## src/rtl/mux_rr_sched.sv

```systemverilog
// mux_rr_sched: round-robin arbiter that drives the select of an external
// 4:1 mux and captures the mux result into a valid/ready output register.
// Ports: clk, rst_n (async, active-low); req_valid/req_ready (4 requesters);
// sel -> external mux, mux_out <- external mux; out_data/out_valid/
// out_ready downstream handshake; grant_id = owner of out_data.
module mux_rr_sched #(
   parameter int unsigned DATA_W     = 4,
   parameter int unsigned PRIO_RESET = 0
) (
   input  logic              clk,
   input  logic              rst_n,
   input  logic [3:0]        req_valid,
   output logic [3:0]        req_ready,
   output logic [1:0]        sel,
   input  logic [DATA_W-1:0] mux_out,
   output logic [DATA_W-1:0] out_data,
   output logic              out_valid,
   input  logic              out_ready,
   output logic [1:0]        grant_id
);

   localparam logic [1:0] PTR_RST = 2'(PRIO_RESET);

   typedef enum logic [1:0] {
      IDLE = 2'd0,
      SEL  = 2'd1,
      HOLD = 2'd2
   } state_e;

   state_e            state_q, state_d;
   logic [1:0]        sel_q, sel_d;
   logic [1:0]        ptr_q, ptr_d;
   logic [1:0]        gnt_q, gnt_d;
   logic [DATA_W-1:0] data_q, data_d;
   logic              ov_q, ov_d;
   logic [1:0]        winner;

   // Walk the search order backwards so the first hit from ptr wins.
   always_comb begin
      winner = ptr_q;
      for (int k = 3; k >= 0; k--) begin
         if (req_valid[ptr_q + 2'(k)]) begin
            winner = ptr_q + 2'(k);
         end
      end
   end

   always_ff @(posedge clk or negedge rst_n) begin
      if (!rst_n) begin
         state_q <= IDLE;
         sel_q   <= 2'd0;
         ptr_q   <= PTR_RST;
         gnt_q   <= 2'd0;
         data_q  <= '0;
         ov_q    <= 1'b0;
      end else begin
         state_q <= state_d;
         sel_q   <= sel_d;
         ptr_q   <= ptr_d;
         gnt_q   <= gnt_d;
         data_q  <= data_d;
         ov_q    <= ov_d;
      end
   end

   always_comb begin
      state_d = state_q;
      sel_d   = sel_q;
      ptr_d   = ptr_q;
      gnt_d   = gnt_q;
      data_d  = data_q;
      ov_d    = ov_q;
      unique case (state_q)
         IDLE: begin
            if (|req_valid) begin
               sel_d   = winner;
               state_d = SEL;
            end
         end
         SEL: begin
            // A withdrawn request falls back to IDLE with ptr untouched.
            if (req_valid[sel_q]) begin
               data_d  = mux_out;
               gnt_d   = sel_q;
               ov_d    = 1'b1;
               state_d = HOLD;
            end else begin
               state_d = IDLE;
            end
         end
         HOLD: begin
            if (out_ready) begin
               ov_d    = 1'b0;
               ptr_d   = gnt_q + 2'd1;
               state_d = IDLE;
            end
         end
         default: begin
            state_d = IDLE;
         end
      endcase
   end

   always_comb begin
      req_ready = 4'b0000;
      if (state_q == SEL && req_valid[sel_q]) begin
         req_ready = 4'b0001 << sel_q;
      end
   end

   assign sel       = sel_q;
   assign out_data  = data_q;
   assign out_valid = ov_q;
   assign grant_id  = gnt_q;

endmodule

```

## config.mk

```make
export PLATFORM = sky130hd
export DESIGN_NAME = mux_rr_sched
export DESIGN_NICKNAME = d
export VERILOG_FILES = /design/src/rtl/mux_rr_sched.sv
export SDC_FILE = /design/constraint.sdc
export NUM_CORES = 1
export LEC_CHECK = 0
export CAP_MARGIN = 25
export CORE_MARGIN = 2
export CORE_UTILIZATION = 43
export DETAILED_ROUTE_END_ITERATION = 16
export PLACE_DENSITY = 0.8
export SETUP_SLACK_MARGIN = 0.5
export SLEW_MARGIN = 20
export SYNTH_ARGS = -nofsm -noshare
export SYNTH_HDL_FRONTEND = slang
export SYNTH_SLANG_ARGS = --single-unit
```

## constraint.sdc

```tcl
create_clock -name clk -period 2.3 [get_ports clk]
set_clock_uncertainty 0.05 [all_clocks]
set_input_delay 0.69 -clock clk [delete_from_list [all_inputs] [get_ports clk]]
set_output_delay 0.69 -clock clk [all_outputs]
set_load 0.03 [all_outputs]
```

==> flow_summary.yaml, run 1 <==
outcome:
  outcome: "finished clean"
synth:
  synth.area.top_cells: "dfrtp_1 47%, mux2_4 11%, o31ai_1 5.5%"
  synthTopCellsByCount: "13 x dfrtp_1, 7 x nand2_1, 6 x o21ai_0"
  synth_cell_types: 23
  yosysTopAreaCellShare: 0.474
  post_synth_mux_area_share: 0.153
  synth_top_area_cell: "dfrtp_1"
  synth_xor_xnor_area_share: 0.0128
  synth_top_family_by_area: "simple AND/OR/NAND/NOR gates"
  yosysWarnings: 0
  yosysMostFrequentCell: "dfrtp_1"
  synth_compound_area_frac: 0.153
  synth-edff-count: 0
  synthesis.nets: 75
  postSynthCellCount: 64
  yosysSeqAreaShare: 0.474
  avgSynthCellArea_um2: 10.7
  ys_seq_elements: 13
  synth_fa_ha_area_frac: 0
  netlist_area_um2: 686
  synth_simple_gate_area_frac: 0.168
  synthArstFlopShare: 1.00
  yosys_most_used_dff: "dfrtp_1"
clock_tree:
  cts_hold_buf: 0
  cts_num_sinks: 13
  numCtsBuffers: 3
  h-tree-depth: 1
  root_buffer: "clkbuf_4"
  cts_tree: "done"
  clkLatencyLatePin_ns: 0.27
  clockBufferDepth: 2
  clk_pin_slew_ns: 0.08
layout:
  n_fill_cell: 104
  stdcell_area_um2: 1180
  stdcell_count: 126
  utilization: 0.781
  drive_gt1_frac: 0.427
  nets: 122
  area_delta_synth_final_pct: 71.5
  antenna_cells: 0
critical_path:
  r2r-start: "sel[0]"
  crit_arrival_ns: 1.44
  critPathMaxStageDelay_ns: 0.42
  end_kind: "primary output"
  crit_fanout: 3
  cp.required_ns: 1.56
  rrSetupSlack_ns: 0.39
  critical_path.startpoint: "sel[0]"
  cp-start-kind: "register"
  crit_chain: "or3b_4, nor3b_4, buf_6"
  cp.depth: 3
  critPathBufInv: 1
  worst_path_max_delay_cell: "or3b_4"
  crit_type: "reg -> out"
  r2r_cells: 6
  crit_family: "simple AND/OR/NAND/NOR gates"
  r2r_end: "grant_id[1]"
  endpoint: "req_ready[0]"
global_route:
  grt_overflow: 0
  grt_pass1_vias: 603
  met3_usage: 0.0375
  grt.busiest_layer: "met2"
  grt_use_total: 0.190
  grt_start_max_net_pins: 14
  use_met1: 0.255
  use_met2: 0.312
  antenna_found_initial: 0
  grt_pass1_wl_um: 2660
sta:
  worst_slew_pin_slew_ns: 0.578
  fin_ws_ns: 0.121
  fin_crit_ns: 2.18
  fin_crit_sh: 0.947
  slew_headroom: 0.613
  slew_viol_final: 0
  fmax_mhz: 459
  hold_violations: 0
  rsz0062_at_grt: "yes"
  final-setup-viol-count: 0
pwr:
  p_per_area_nw_per_um2: 1290
  ir_drop_mv: 0.751
  power_leakage_nw: 0.540
  p_total_mw: 1.52
worst_hold_path:
  min_path_type: "reg -> reg"
placement:
  place_inst: 110
  portBuffers: 23
  dp_hpwl_um: 1180
  placed_cell_area_um2: 1020
  pre_cts_ws_ns: -0.0249
  gp_congestion: 0.766
route:
  drtAntennaViolNets: 0
  dr.pass1.iters: 4
  vias: 686
  drt_iter0_drc: 12
  drc: 0
  wirelength_um: 1770
  vias_per_cell: 5.44
  detail_route.wl_per_cell_um: 14.1
die:
  dieArea_um2: 1930
  core.rowCount: 14
  die_x_um: 43.9
  io-pin-count: 24
  core_um2: 1510
  die_h_um: 43.9
  initial_core_util: 0.455
job:
  cap_violations: 0
[metrics by stage]
stage	setup TNS (ns)	hold WS [ns]
6_report	0	0.463
5_1_grt	0	0.487
4_1_cts	0	0.461
3_5_place_dp	-0.0249	0.445
3_3_place_gp	-0.0125	0.448
2_1_floorplan	0	0.344
[worst min-delay path, stage by stage, from the launching register on]
cell and delay, ns:
dfrtp_1 0.34, o21ai_0 0.08, nand2_1 0.06
[logic make-up after synthesis]
logic type | Yosys count
AOI/OAI and AO/OA | 16
xor gates and xnor gates | 1
DFF | 13
buffers and inverters | 5
and+or+nand+nor | 21
muxes | 8
[how the worst min path moves through the flow]
stage	from	end	slack (ns)	cells after the start
finish	out_valid	out_valid	0.46	2
global route	out_data[0]	out_data[0]	0.49	1
CTS	out_data[1]	out_data[1]	0.46	1
detailed placement	out_data[3]	out_data[3]	0.45	1
global placement	out_valid	out_valid	0.45	2
floorplan	rst_n	grant_id[0]	0.34	0
[metal layers]
layer / wire length [µm] / part of all wire / vias to the layer above
met5: 0 / 0 / -
met4: 6 / 0.0034 / 0
met3: 124 / 0.070 / 2
met2: 860 / 0.48 / 29
met1: 783 / 0.44 / 333
li1: - / - / 322
[report_power, final]
part	internal, mW	switching, mW	leakage [nW]	total, mW
combinational	0.499	0.467	0.369	0.965
sequential	0.339	0.0814	0.156	0.420
clock	0.0671	0.0704	0.0150	0.137
[timing repair]
item / in CTS / in global routing
gates resized for setup: 26 / 13
pin swaps: 2 / 2
setup endpoints to repair: 20 / 14
buffers inserted: 9 / 3
[layout make-up]
| type | instances | area (µm²) | share of cell area |
|---|---|---|---|
| Tap cell | 16 | 20.0 | 0.0170 |
| Inverter | 3 | 11.3 | 0.00957 |
| Sequential cell | 13 | 328 | 0.279 |
| Clock buffer | 4 | 26.3 | 0.0223 |
| Timing Repair Buffer | 44 | 405 | 0.345 |
| Multi-Input combinational cell | 46 | 385 | 0.328 |
[placed cells by master, fill, tap and decap left out, types with 2 or more instances in the layout]
cell type	count
o21ai_0	6
clkdlybuf4s50_1	6
mux2_4	5
clkbuf_4	3
nand2_1	6
nand2b_1	3
nand3b_1	2
clkdlybuf4s15_1	3
dfrtp_1	11
inv_1	2
o31ai_1	5
dfrtp_2	2
buf_4	17
buf_6	8
dlygate4sd2_1	7
[sequential cells by signal, indices dropped and copies added (netlist names)]
signal	cells
out_data	4
grant_id	2
ptr_q	2
sel	2
state_q	2
out_valid	1
(Power assumes the default switching activity.)
==> run 2, diff against run 1 <==
--- a/config.mk
+++ b/config.mk
@@ -6,10 +6,12 @@
 export NUM_CORES = 1
 export LEC_CHECK = 0
 export CAP_MARGIN = 25
+export CORE_ASPECT_RATIO = 1.75
 export CORE_MARGIN = 2
-export CORE_UTILIZATION = 43
+export CORE_UTILIZATION = 30
+export CTS_CLUSTER_DIAMETER = 60
 export DETAILED_ROUTE_END_ITERATION = 16
-export PLACE_DENSITY = 0.8
+export PLACE_DENSITY = 0.6
 export SETUP_SLACK_MARGIN = 0.5
 export SLEW_MARGIN = 20
 export SYNTH_ARGS = -nofsm -noshare
==> constraint.sdc (replaced) <==
create_clock -name clk -period 2.5 [get_ports clk]
set_clock_uncertainty 0.05 [all_clocks]
set_input_delay 0.75 -clock clk [delete_from_list [all_inputs] [get_ports clk]]
set_output_delay 0.75 -clock clk [all_outputs]
set_load 0.03 [all_outputs]
==> flow_summary.yaml, run 2 (same netlist as run 1, synthesis figures left out) <==
clock_tree:
  cts_hold_buf: 0
  numCtsBuffers: 3
  cts_tree: "done"
  clockBufferDepth: 2
  root_buffer: "clkbuf_4"
  clkLatencyLatePin_ns: 0.27
  h-tree-depth: 1
  cts_num_sinks: 13
  clk_pin_slew_ns: 0.08
global_route:
  grt_pass1_wl_um: 2930
  antenna_found_initial: 0
  grt_overflow: 0
  grt_start_max_net_pins: 14
  grt_pass1_vias: 679
  grt_use_total: 0.158
route:
  vias_per_cell: 5.09
  drtAntennaViolNets: 0
  vias: 636
  drt_iter0_drc: 16
  detail_route.wl_per_cell_um: 13.8
  drc: 0
  wirelength_um: 1720
  dr.pass1.iters: 4
critical_path:
  crit_chain: "or3b_4, nor3b_4, buf_6"
  r2r-start: "state_q[1]"
  crit_family: "simple AND/OR/NAND/NOR gates"
  critPathBufInv: 1
  crit_fanout: 4
  cp.required_ns: 1.70
  critPathMaxStageDelay_ns: 0.43
  crit_arrival_ns: 1.46
  r2r_end: "out_data[2]"
  worst_path_max_delay_cell: "dfrtp_2"
  critical_path.startpoint: "sel[0]"
  crit_type: "reg -> out"
  cp-start-kind: "register"
  end_kind: "primary output"
  r2r_cells: 7
  rrSetupSlack_ns: 0.70
worst_hold_path:
  min_path_type: "reg -> reg"
  whs_path_depth: 1
  hp-start: "out_data[1]"
  whs_endpoint: "out_data[1]"
die:
  io-pin-count: 24
  core_um2: 2120
  dieArea_um2: 2700
  initial_core_util: 0.323
  core.rowCount: 22
  die_h_um: 67.2
  die_x_um: 40.1
layout:
  nets: 113
  drive_gt1_frac: 0.317
  largest_reg_flops: 4
  n_fill_cell: 205
  final_cell_mix: "12 x dlygate4sd2_1, 12 x buf_4, 11 x dfrtp_1, 7 x nand2_1"
  stdcell_count: 125
  area_delta_synth_final_pct: 54.7
  antenna_cells: 0
sta:
  fin_crit_sh: 0.903
  final-setup-viol-count: 0
  slew_viol_final: 0
  fin_setup_tns_ns: 0
  rsz0062_at_grt: "yes"
  fmax_mhz: 443
  slew_headroom: 0.605
  worst_slew_pin_slew_ns: 0.590
  hold_violations: 0
  fin_crit_ns: 2.26
placement:
  gp_congestion: 0.668
  portBuffers: 23
  dp_hpwl_um: 1240
  place_inst: 115
outcome:
  outcome: "finished clean"
pwr:
  ir_drop_mv: 0.475
  power_leakage_nw: 0.491
  p_per_area_nw_per_um2: 1180
job:
  cap_violations: 0
==> run 2: area by class of cell <==
| class | instances | area (µm²) | share of cell area |
|---|---|---|---|
| inverter | 3 | 11.3 | 0.0106 |
| timing repair buffer | 35 | 310 | 0.292 |
| clock buffer | 4 | 26.3 | 0.0248 |
| multi-input combinational | 46 | 355 | 0.335 |
| tap | 24 | 30.0 | 0.0283 |
| sequential | 13 | 328 | 0.309 |
==> run 2: through the flow <==
step           worst slack, ns  utilization  cell area [µm²]  hold slack [ns]  power [mW]
6_report                 0.243        0.501             1060            0.464        1.25
5_1_grt                  0.173        0.501             1060            0.489        1.34
4_1_cts                  0.228        0.493             1040            0.468        1.25
3_5_place_dp            0.0748        0.466              988            0.448        1.11
3_3_place_gp            0.0859        0.466              988            0.449        1.10
2_1_floorplan            0.452            -              709            0.404       0.865
==> run 2: power breakdown <==
group          switching, mW  leakage [nW]  internal, mW  total [mW]
registers             0.0791         0.156         0.312       0.391
logic                  0.381         0.320         0.348       0.729
clock network         0.0681        0.0150        0.0618       0.130
total                  0.529         0.491         0.721        1.25
==> run 2: layer usage <==
metal / GRT usage / routed length [µm] / part of all wire
met4: 0.0776 / 21 / 0.012
met5: 0 / 0 / 0
met2: 0.268 / 962 / 0.56
met1: 0.182 / 654 / 0.38
met3: 0.0197 / 82 / 0.048
==> run 2: timing repair <==
| item | 4_1_cts | 5_1_grt |
|---|---|---|
| gates resized for setup | 19 | 1 |
| setup endpoints to repair | 18 | 4 |
| buffers inserted | 4 | 2 |
| pin swaps | 2 | 0 |
==> run 2: worst max path at each step <==
stage,end,cells after the start
detailed placement,req_ready[1],4
CTS,req_ready[0],3
floorplan,req_ready[0],2
global placement,req_ready[1],4
global route,req_ready[0],3
finish,req_ready[0],3
==> run 3, diff against run 2 <==
--- a/config.mk
+++ b/config.mk
@@ -7,7 +7,6 @@
 export LEC_CHECK = 0
 export CAP_MARGIN = 25
 export CORE_ASPECT_RATIO = 1.75
-export CORE_MARGIN = 2
 export CORE_UTILIZATION = 30
 export CTS_CLUSTER_DIAMETER = 60
 export DETAILED_ROUTE_END_ITERATION = 16
==> flow_summary.yaml, run 3 (same netlist as run 1, synthesis figures left out) <==
outcome:
  outcome: "finished clean"
layout:
  drive_gt1_frac: 0.324
  stdcell_count: 126
  nets: 114
  utilization: 0.504
  largest_reg_flops: 4
  layout_commonest_cell: "buf_4"
  final_cell_mix: "13 x buf_4, 12 x dlygate4sd2_1, 11 x dfrtp_1, 7 x nand2_1"
  area_delta_synth_final_pct: 55.8
  antenna_cells: 0
  stdcell_area_um2: 1070
global_route:
  grt_use_total: 0.160
  grt_pass1_wl_um: 2750
  grt_pass1_vias: 614
  grt_overflow: 0
  antenna_found_initial: 0
  grt_start_max_net_pins: 14
route:
  vias_per_cell: 5.21
  drt_iter0_drc: 20
  drc: 0
  wirelength_um: 1710
  dr.pass1.iters: 5
  detail_route.wl_per_cell_um: 13.6
  vias: 657
  drtAntennaViolNets: 0
sta:
  slew_viol_final: 0
  final-setup-viol-count: 0
  fmax_mhz: 442
  slew_headroom: 0.613
  rsz0062_at_grt: "yes"
  fin_crit_ns: 2.26
  worst_slew_pin_slew_ns: 0.579
  fin_ws_ns: 0.236
  fin_crit_sh: 0.906
  fin_setup_tns_ns: 0
  hold_violations: 0
clock_tree:
  clkLatencyLatePin_ns: 0.27
  numCtsBuffers: 3
  h-tree-depth: 1
  clockBufferDepth: 2
  cts_tree: "done"
  cts_num_sinks: 13
  root_buffer: "clkbuf_4"
  clk_pin_slew_ns: 0.08
  cts_hold_buf: 0
die:
  die_h_um: 65.2
  initial_core_util: 0.323
  dieArea_um2: 2490
  die_x_um: 38.1
  core.rowCount: 22
  core_um2: 2120
  io-pin-count: 24
critical_path:
  cp.required_ns: 1.70
  critical_path.startpoint: "sel[0]"
  crit_arrival_ns: 1.46
  worst_path_max_delay_cell: "or3b_4"
  crit_chain: "or3b_4, nor3b_4, buf_6"
  cp-start-kind: "register"
  critPathMaxStageDelay_ns: 0.43
  end_kind: "primary output"
  crit_fanout: 3
  crit_type: "reg -> out"
  r2r-start: "sel[0]"
worst_hold_path:
  hp-start: "out_data[1]"
  min_path_type: "reg -> reg"
placement:
  portBuffers: 23
  gp_congestion: 0.680
  pre_cts_ws_ns: 0.0659
  dp_hpwl_um: 1230
  placed_cell_area_um2: 988
  place_inst: 115
pwr:
  power_leakage_nw: 0.497
  ir_drop_mv: 0.579
  p_per_area_nw_per_um2: 1180
job:
  cap_violations: 0
-- run 3: power breakdown --
part | total, mW | switching (mW) | internal (mW)
Sequential | 0.386 | 0.0748 | 0.312
Clock | 0.130 | 0.0676 | 0.0619
Combinational | 0.747 | 0.387 | 0.360
Total | 1.26 | 0.530 | 0.734
-- run 3: final timing paths --
kind	endpoint	slack, ns	cells past startpoint
max in group asynchronous	sel[0]	1.20	1
min in group asynchronous	state_q[1]	0.79	1
max reg2reg	out_data[1]	0.67	5
min reg2reg	out_data[1]	0.46	1
min	out_data[1]	0.46	1
max	req_ready[0]	0.24	3
-- run 3: cell type report --
type | count | area [µm²]
well taps | 24 | 30.0
fillers | 198 | 1050
clock buffers | 4 | 26.3
multi-input cells | 46 | 355
inverters | 3 | 11.3
repair buffers | 36 | 318
flip-flops and latches | 13 | 328
-- run 3: metrics by stage --
stage / hold WS [ns] / power (mW)
floorplan: 0.404 / 0.865
global placement: 0.445 / 1.10
detailed placement: 0.441 / 1.11
CTS: 0.459 / 1.24
global route: 0.465 / 1.34
finish: 0.459 / 1.26
-- run 3: timing repair --
item,4_1_cts,5_1_grt
buffers inserted,4,3
endpoints found under the setup margin,20,4
gates resized for setup,19,1
pin swaps,1,1
-- run 3: layer usage --
layer	up-vias	GRT usage	share of wire
met4	0	0.121	0.043
met1	312	0.169	0.40
met2	27	0.267	0.51
met3	9	0.0270	0.044
li1	309	-	-
met5	-	0	0
-- run 3: worst max-delay path: cells and delay by family, from the launching register on --
kind / cells / cell delay, ns
flops: 1 / 0.42
buf+inv: 1 / 0.15
simple gates: 2 / 0.62
